<file path="src/rtl/eth_motor_pkg.sv">
// Shared definitions for the motor command receive path.
// Downstream decoders use these to interpret CMD_CODE.
package eth_motor_pkg;

    typedef logic [2:0] state_t;

    localparam state_t S_IDLE  = 3'd0;
    localparam state_t S_CODE  = 3'd1;
    localparam state_t S_LEN   = 3'd2;
    localparam state_t S_ARG   = 3'd3;
    localparam state_t S_CSUM  = 3'd4;
    localparam state_t S_DRAIN = 3'd5;
    localparam state_t S_HOLD  = 3'd6;

    localparam logic [7:0] HDR_BYTE_DEFAULT = 8'hA5;

    localparam logic [7:0] CMD_MOVE = 8'h01;
    localparam logic [7:0] CMD_STOP = 8'h02;
    localparam logic [7:0] CMD_HOME = 8'h03;

endpackage

</file>
<file path="src/rtl/eth_motor_cmd_rx.sv">
// Parses HDR/CODE/LEN/payload/CSUM frames from the UDP payload stream
// into a held command word; rejected frames pulse CMD_ERR and are counted.
module eth_motor_cmd_rx
    import eth_motor_pkg::*;
#(
    parameter logic [7:0]  HDR_BYTE = HDR_BYTE_DEFAULT,
    parameter int unsigned MAX_LEN  = 8,
    parameter int unsigned ERRCNT_W = 16
) (
    input  logic                CLK_125M,
    input  logic                SYS_RST,
    input  logic                ETH_MOTOR_TVALID,
    output logic                ETH_MOTOR_TREADY,
    input  logic [7:0]          ETH_MOTOR_TDATA,
    input  logic                ETH_MOTOR_TLAST,
    output logic                CMD_VALID,
    input  logic                CMD_READY,
    output logic [7:0]          CMD_CODE,
    output logic [7:0]          CMD_LEN,
    output logic [31:0]         CMD_ARG,
    output logic                CMD_ERR,
    output logic [ERRCNT_W-1:0] ERR_CNT
);

    localparam logic [7:0] MAX_LEN_B = MAX_LEN[7:0];

    state_t      state, state_n;
    logic        take, err;
    logic [7:0]  xor_r, code_r, len_r, idx;
    logic [31:0] arg_r;

    assign ETH_MOTOR_TREADY = (state != S_HOLD);
    assign CMD_VALID        = (state == S_HOLD);
    assign take             = ETH_MOTOR_TVALID && ETH_MOTOR_TREADY;

    always_comb begin
        state_n = state;
        err     = 1'b0;
        if (state == S_HOLD) begin
            if (CMD_READY) state_n = S_IDLE;
        end else if (take) begin
            case (state)
                S_IDLE: begin
                    if (ETH_MOTOR_TDATA == HDR_BYTE && !ETH_MOTOR_TLAST) begin
                        state_n = S_CODE;
                    end else begin
                        err     = 1'b1;
                        state_n = ETH_MOTOR_TLAST ? S_IDLE : S_DRAIN;
                    end
                end
                S_CODE: begin
                    if (ETH_MOTOR_TLAST) begin
                        err     = 1'b1;
                        state_n = S_IDLE;
                    end else begin
                        state_n = S_LEN;
                    end
                end
                S_LEN: begin
                    if (ETH_MOTOR_TLAST) begin
                        err     = 1'b1;
                        state_n = S_IDLE;
                    end else if (ETH_MOTOR_TDATA > MAX_LEN_B) begin
                        err     = 1'b1;
                        state_n = S_DRAIN;
                    end else begin
                        state_n = (ETH_MOTOR_TDATA != 8'd0) ? S_ARG : S_CSUM;
                    end
                end
                S_ARG: begin
                    // TLAST on any payload byte leaves no room for CSUM
                    if (ETH_MOTOR_TLAST) begin
                        err     = 1'b1;
                        state_n = S_IDLE;
                    end else if (idx == len_r - 8'd1) begin
                        state_n = S_CSUM;
                    end
                end
                S_CSUM: begin
                    if (ETH_MOTOR_TDATA == xor_r && ETH_MOTOR_TLAST) begin
                        state_n = S_HOLD;
                    end else begin
                        err     = 1'b1;
                        state_n = ETH_MOTOR_TLAST ? S_IDLE : S_DRAIN;
                    end
                end
                S_DRAIN: begin
                    if (ETH_MOTOR_TLAST) state_n = S_IDLE;
                end
                default: state_n = S_IDLE;
            endcase
        end
    end

    always_ff @(posedge CLK_125M or posedge SYS_RST) begin
        if (SYS_RST) begin
            state    <= S_IDLE;
            xor_r    <= '0;
            code_r   <= '0;
            len_r    <= '0;
            idx      <= '0;
            arg_r    <= '0;
            CMD_CODE <= '0;
            CMD_LEN  <= '0;
            CMD_ARG  <= '0;
            CMD_ERR  <= 1'b0;
            ERR_CNT  <= '0;
        end else begin
            state   <= state_n;
            CMD_ERR <= err;
            if (err && ERR_CNT != '1) ERR_CNT <= ERR_CNT + 1'b1;
            if (take) begin
                case (state)
                    S_CODE: begin
                        code_r <= ETH_MOTOR_TDATA;
                        xor_r  <= ETH_MOTOR_TDATA;
                    end
                    S_LEN: begin
                        len_r <= ETH_MOTOR_TDATA;
                        xor_r <= xor_r ^ ETH_MOTOR_TDATA;
                        arg_r <= '0;
                        idx   <= '0;
                    end
                    S_ARG: begin
                        xor_r <= xor_r ^ ETH_MOTOR_TDATA;
                        idx   <= idx + 8'd1;
                        // Left-justified: payload byte 0 lands in [31:24]
                        case (idx)
                            8'd0:    arg_r[31:24] <= ETH_MOTOR_TDATA;
                            8'd1:    arg_r[23:16] <= ETH_MOTOR_TDATA;
                            8'd2:    arg_r[15:8]  <= ETH_MOTOR_TDATA;
                            8'd3:    arg_r[7:0]   <= ETH_MOTOR_TDATA;
                            default: ;
                        endcase
                    end
                    S_CSUM: begin
                        if (state_n == S_HOLD) begin
                            CMD_CODE <= code_r;
                            CMD_LEN  <= len_r;
                            CMD_ARG  <= arg_r;
                        end
                    end
                    default: ;
                endcase
            end
        end
    end

endmodule

</file>
<file path="config.mk">
export PLATFORM = sky130hd
export DESIGN_NAME = eth_motor_cmd_rx
export DESIGN_NICKNAME = d
export VERILOG_FILES = /design/src/rtl/eth_motor_pkg.sv /design/src/rtl/eth_motor_cmd_rx.sv
export SDC_FILE = /design/constraint.sdc
export NUM_CORES = 1
export LEC_CHECK = 0
export BUFFER_PORTS_ARGS = -buffer_cell sky130_fd_sc_hd__buf_2
export CORE_ASPECT_RATIO = 0.8
export CORE_MARGIN = 1.5
export CORE_UTILIZATION = 55
export DETAILED_ROUTE_END_ITERATION = 8
export PLACE_DENSITY = 0.77
export SETUP_SLACK_MARGIN = 0.1
export SYNTH_ARGS = -nofsm -noshare
export SYNTH_HDL_FRONTEND = slang
export SYNTH_SLANG_ARGS = --single-unit
export TNS_END_PERCENT = 10
</file>
<file path="constraint.sdc">
create_clock -name CLK_125M -period 10.74 [get_ports CLK_125M]
set_clock_uncertainty 0.2 [all_clocks]
set_input_delay 1.074 -clock CLK_125M [delete_from_list [all_inputs] [get_ports CLK_125M]]
set_output_delay 1.074 -clock CLK_125M [all_outputs]
set_load 0.05 [all_outputs]
</file>
==> impl_results.html <==
<table>
<tr><th>Metric</th><th>Value</th></tr>
<tr><th colspan="2">Outcome</th></tr>
<tr><td>Outcome</td><td>complete, no violations</td></tr>
<tr><th colspan="2">Timing</th></tr>
<tr><td>Setup_tns</td><td>0 ns</td></tr>
<tr><td>Least-Margin Pin Slew</td><td>approximately 1.2 ns</td></tr>
<tr><td>Unrepaired setup endpoints after global routing</td><td>false</td></tr>
<tr><td>Final setup viols</td><td>0</td></tr>
<tr><td>Maximum clock frequency</td><td>237.6 MHz</td></tr>
<tr><td>Final slew viol count</td><td>0</td></tr>
<tr><td>Post-layout worst setup margin</td><td>6.531 ns</td></tr>
<tr><td>Relative slew slack</td><td>between 10% and 20%</td></tr>
<tr><td>Shortest period the worst path allows</td><td>~4.2 ns</td></tr>
<tr><td>Final period util</td><td>around 39%</td></tr>
<tr><td>Hold Violations, Final</td><td>0</td></tr>
<tr><th colspan="2">Pwr</th></tr>
<tr><td>LEAKAGE</td><td>about 3.5 nW</td></tr>
<tr><td>Power density over the cells</td><td>257.5 mW/mm²</td></tr>
<tr><td>Maximum vdd ir drop</td><td>between 150 and 200 µV</td></tr>
<tr><th colspan="2">Critical path</th></tr>
<tr><td>CP arrival</td><td>4.30 ns</td></tr>
<tr><td>Element type at the critical path end</td><td>register</td></tr>
<tr><td>Critical path's slowest cell</td><td>nor2b_1</td></tr>
<tr><td>Longest individual stage delay on the worst path</td><td>~0.97 ns</td></tr>
<tr><td>Top delay family on crit path</td><td>simple AND/OR/NAND/NOR gates</td></tr>
<tr><td>Sum of buffers and inverters on the critical path</td><td>2</td></tr>
<tr><td>Type of the worst setup path</td><td>input port to register</td></tr>
<tr><td>Highest net fanout along the worst path</td><td>48</td></tr>
<tr><td>Setup crit start kind</td><td>input port</td></tr>
<tr><td>Critical Path, Cell by Cell</td><td>buf_2, nor2b_1, and2_1, a21boi_0, a32o_1, a21oi_4, buf_4, mux2_2</td></tr>
<tr><td>Data required time of the critical path</td><td>between 10 and 15 ns</td></tr>
<tr><th colspan="2">Clocking</th></tr>
<tr><td>Buffer depth of the longest clock path</td><td>2</td></tr>
<tr><td>Total CTS buffers</td><td>17</td></tr>
<tr><td>Buffer cell driving the clock tree root</td><td>clkbuf_16</td></tr>
<tr><td>Clk sinks</td><td>between 100 and 150</td></tr>
<tr><td>Quantity of gates resized following cts</td><td>0</td></tr>
<tr><td>Clock network latency to the later pin of the worst-skew pair</td><td>between 0.4 and 0.5 ns</td></tr>
<tr><td>Htree depth</td><td>4</td></tr>
<tr><td>Post-CTS Setup Repair Bufs</td><td>0</td></tr>
<tr><td>TritonCTS clock tree</td><td>yes</td></tr>
<tr><td>Cts-stage hold buffer count</td><td>0</td></tr>
<tr><td>Clock-pin slew reported for the worst setup and hold paths after clock tree synthesis</td><td>about 0.05 ns</td></tr>
<tr><th colspan="2">Synth</th></tr>
<tr><td>Leading register cell type out of synthesis</td><td>dfrtp_1</td></tr>
<tr><td>Synthesized net count</td><td>~580</td></tr>
<tr><td>Number of enable flip-flop cells after synthesis</td><td>0</td></tr>
<tr><td>Sequential area share after synthesis</td><td>a little over half</td></tr>
<tr><td>Netlist area before placement</td><td>approximately 0.0061 mm²</td></tr>
<tr><td>Async SR Flop Fraction</td><td>100.0%</td></tr>
<tr><td>Number of distinct standard cells referenced by the synthesized netlist</td><td>a little over 50</td></tr>
<tr><td>Flip-flop and latch count after synthesis</td><td>about 130</td></tr>
<tr><td>Syn. warnings</td><td>0</td></tr>
<tr><td>Synthesized area per cell</td><td>~11 µm²</td></tr>
<tr><td>Post-Synthesis Cells</td><td>~560</td></tr>
<tr><th colspan="2">Floorplan</th></tr>
<tr><td>Boundary pin count</td><td>80</td></tr>
<tr><td>Die Y-Extent</td><td>96.89 µm</td></tr>
<tr><td>Die width</td><td>120.4 µm</td></tr>
<tr><td>Die Footprint</td><td>0.01166 mm²</td></tr>
<tr><td>Standard-cell rows</td><td>34</td></tr>
<tr><td>Core outline area</td><td>approximately 0.011 mm²</td></tr>
<tr><td>Initial core utilization</td><td>between 50 and 60%</td></tr>
<tr><th colspan="2">Placed design</th></tr>
<tr><td>Instance area at placement</td><td>~0.0065 mm²</td></tr>
<tr><td># placed instances</td><td>752</td></tr>
<tr><td>Post-Place Setup Slack</td><td>about 6.2 ns</td></tr>
<tr><td>Port bufs</td><td>slightly below 80</td></tr>
<tr><td>DP HPWL</td><td>around 9000 µm</td></tr>
<tr><td>Routability cong.</td><td>0.8227</td></tr>
<tr><th colspan="2">Global route</th></tr>
<tr><td>Global-route wire length before repair</td><td>22050 µm</td></tr>
<tr><td>Gr ovfl total</td><td>0</td></tr>
<tr><td>Largest net degree at the start of global routing</td><td>87</td></tr>
<tr><td>Initial antenna violation count</td><td>0</td></tr>
<tr><td>Global-route total usage across every layer</td><td>between 20% and 30%</td></tr>
<tr><td>Vias in the first global route</td><td>roughly 4300</td></tr>
<tr><th colspan="2">Hold path</th></tr>
<tr><td>Hold/Removal Path Class</td><td>register to register</td></tr>
<tr><th colspan="2">Drt</th></tr>
<tr><td>Total routed wirelength</td><td>13450 µm</td></tr>
<tr><td>DRC violation count after routing</td><td>0</td></tr>
<tr><td>Starting DRT DRC Count</td><td>approximately 400</td></tr>
<tr><td>Count of antenna-violating nets left after detailed routing</td><td>0</td></tr>
<tr><td>First-pass detailed-route iteration total</td><td>5</td></tr>
<tr><td>Wire per inst</td><td>about 17 µm</td></tr>
<tr><td>Total number of vias</td><td>between 4000 and 5000</td></tr>
<tr><td>Via/cell ratio</td><td>5.789</td></tr>
<tr><th colspan="2">Final layout</th></tr>
<tr><td>Fraction of layout instances using a drive strength above 1</td><td>23.82%</td></tr>
<tr><td>Area grow syn2layout</td><td>16.97%</td></tr>
<tr><td>Fin util</td><td>about 66%</td></tr>
<tr><td>Final #Nets</td><td>646</td></tr>
<tr><td>Antenna Diode Count</td><td>0</td></tr>
<tr><td>Final Non-Filler Cells</td><td>782</td></tr>
<tr><td>Post-route cell area</td><td>roughly 0.0071 mm²</td></tr>
<tr><th colspan="2">Flow run</th></tr>
<tr><td>Maxcap violations</td><td>0</td></tr>
</table>
-- routing by layer --
metal | GRT usage (%) | vias to the layer above | part of all wire (%)
met2 | 36.80 | 127 | 47
met1 | 34.71 | 2252 | 47
met4 | 7.692 | 0 | 1.1
met5 | 0 | - | 0
li1 | - | 2129 | -
met3 | 5.542 | 19 | 5.4
-- flip-flops by register name (all words and copies together) (netlist names) --
register,count
CMD_ARG,32
arg_r,32
ERR_CNT,16
CMD_CODE,8
CMD_LEN,8
code_r,8
idx,8
len_r,8
xor_r,8
state,3
CMD_ERR,1
-- cell usage in the layout, fill, tap and decap left out, drive strengths merged, types with 8 or more instances in the layout --
master and instances:
dfrtp 132, o21ai 42, nor3 17, buf 82, inv 15, xor2 21
nand2 51, mux2 58, xnor2 13, a21oi 11, and4 10, nor2 38
nor4 8, clkbuf 21, a211oi 9, nand3 44
-- where the power goes --
group / switching (mW) / total [mW] / leakage [nW] / internal [mW]
logic: 0.350 / 0.534 / 1.45 / 0.184
registers: 0.124 / 0.720 / 1.77 / 0.597
clock network: 0.203 / 0.571 / 0.283 / 0.368
-- Yosys cell counts, types with 8 or more instances --
library cell	count	area (µm²)
nor4_1	8	50.05
o21ai_0	42	210.2
mux2_1	20	225.2
a21oi_1	10	50.05
mux2_2	38	427.9
and4_1	10	87.58
dfrtp_1	132	3303
nand2_1	51	191.4
xnor2_1	13	113.9
nor2_1	38	142.6
xor2_1	21	183.9
nor3_1	17	85.08
inv_1	14	52.55
nand3_1	44	220.2
a211oi_1	9	67.56
clkbuf_1	30	112.6
-- logic make-up (layout without fill, tap and decap cells) --
kind of cell / after synthesis / count (layout) / synth area share, %
multiplexers: 59 / 59 / 10.94
AO/OA/AOI/OAI: 87 / 87 / 9.104
XOR/XNOR: 34 / 34 / 4.913
flip-flops: 132 / 132 / 54.50
AND/OR/NAND/NOR: 194 / 194 / 15.79
adder cells (fa/ha/maj): 6 / 6 / 1.239
buffers and inverters: 51 / 126 / 3.510
-- worst paths after layout --
kind	startpoint	to	slack, ns	cells past startpoint
setup / recovery	ETH_MOTOR_TVALID	CMD_CODE[6]	6.53	8
min in group asynchronous	SYS_RST	CMD_ARG[18]	0.72	2
hold / removal	CMD_ARG[16]	CMD_ARG[16]	0.28	1
max in group asynchronous	SYS_RST	state[0]	8.42	3
setup reg to reg	state[2]	CMD_CODE[6]	6.84	7
hold reg to reg	CMD_ARG[16]	CMD_ARG[16]	0.28	1
-- stage by stage --
step / power [mW] / hold WS, ns
global route: 1.919 / 0.2969
floorplan: 1.124 / 0.2602
finish: 1.826 / 0.2788
CTS: 1.832 / 0.2827
global placement: 1.229 / 0.2643
detailed placement: 1.253 / 0.2701
-- cell type report --
cell class              count  area (µm²)
clock buffers              21       450.4
fillers                   821        3716
clock inverters             9       130.1
inverters                  14       55.05
well taps                 144       180.2
multi-input cells         380        2552
flip-flops and latches    132        3303
repair buffers             82       417.9
Power figures use the tool's default switching activity.
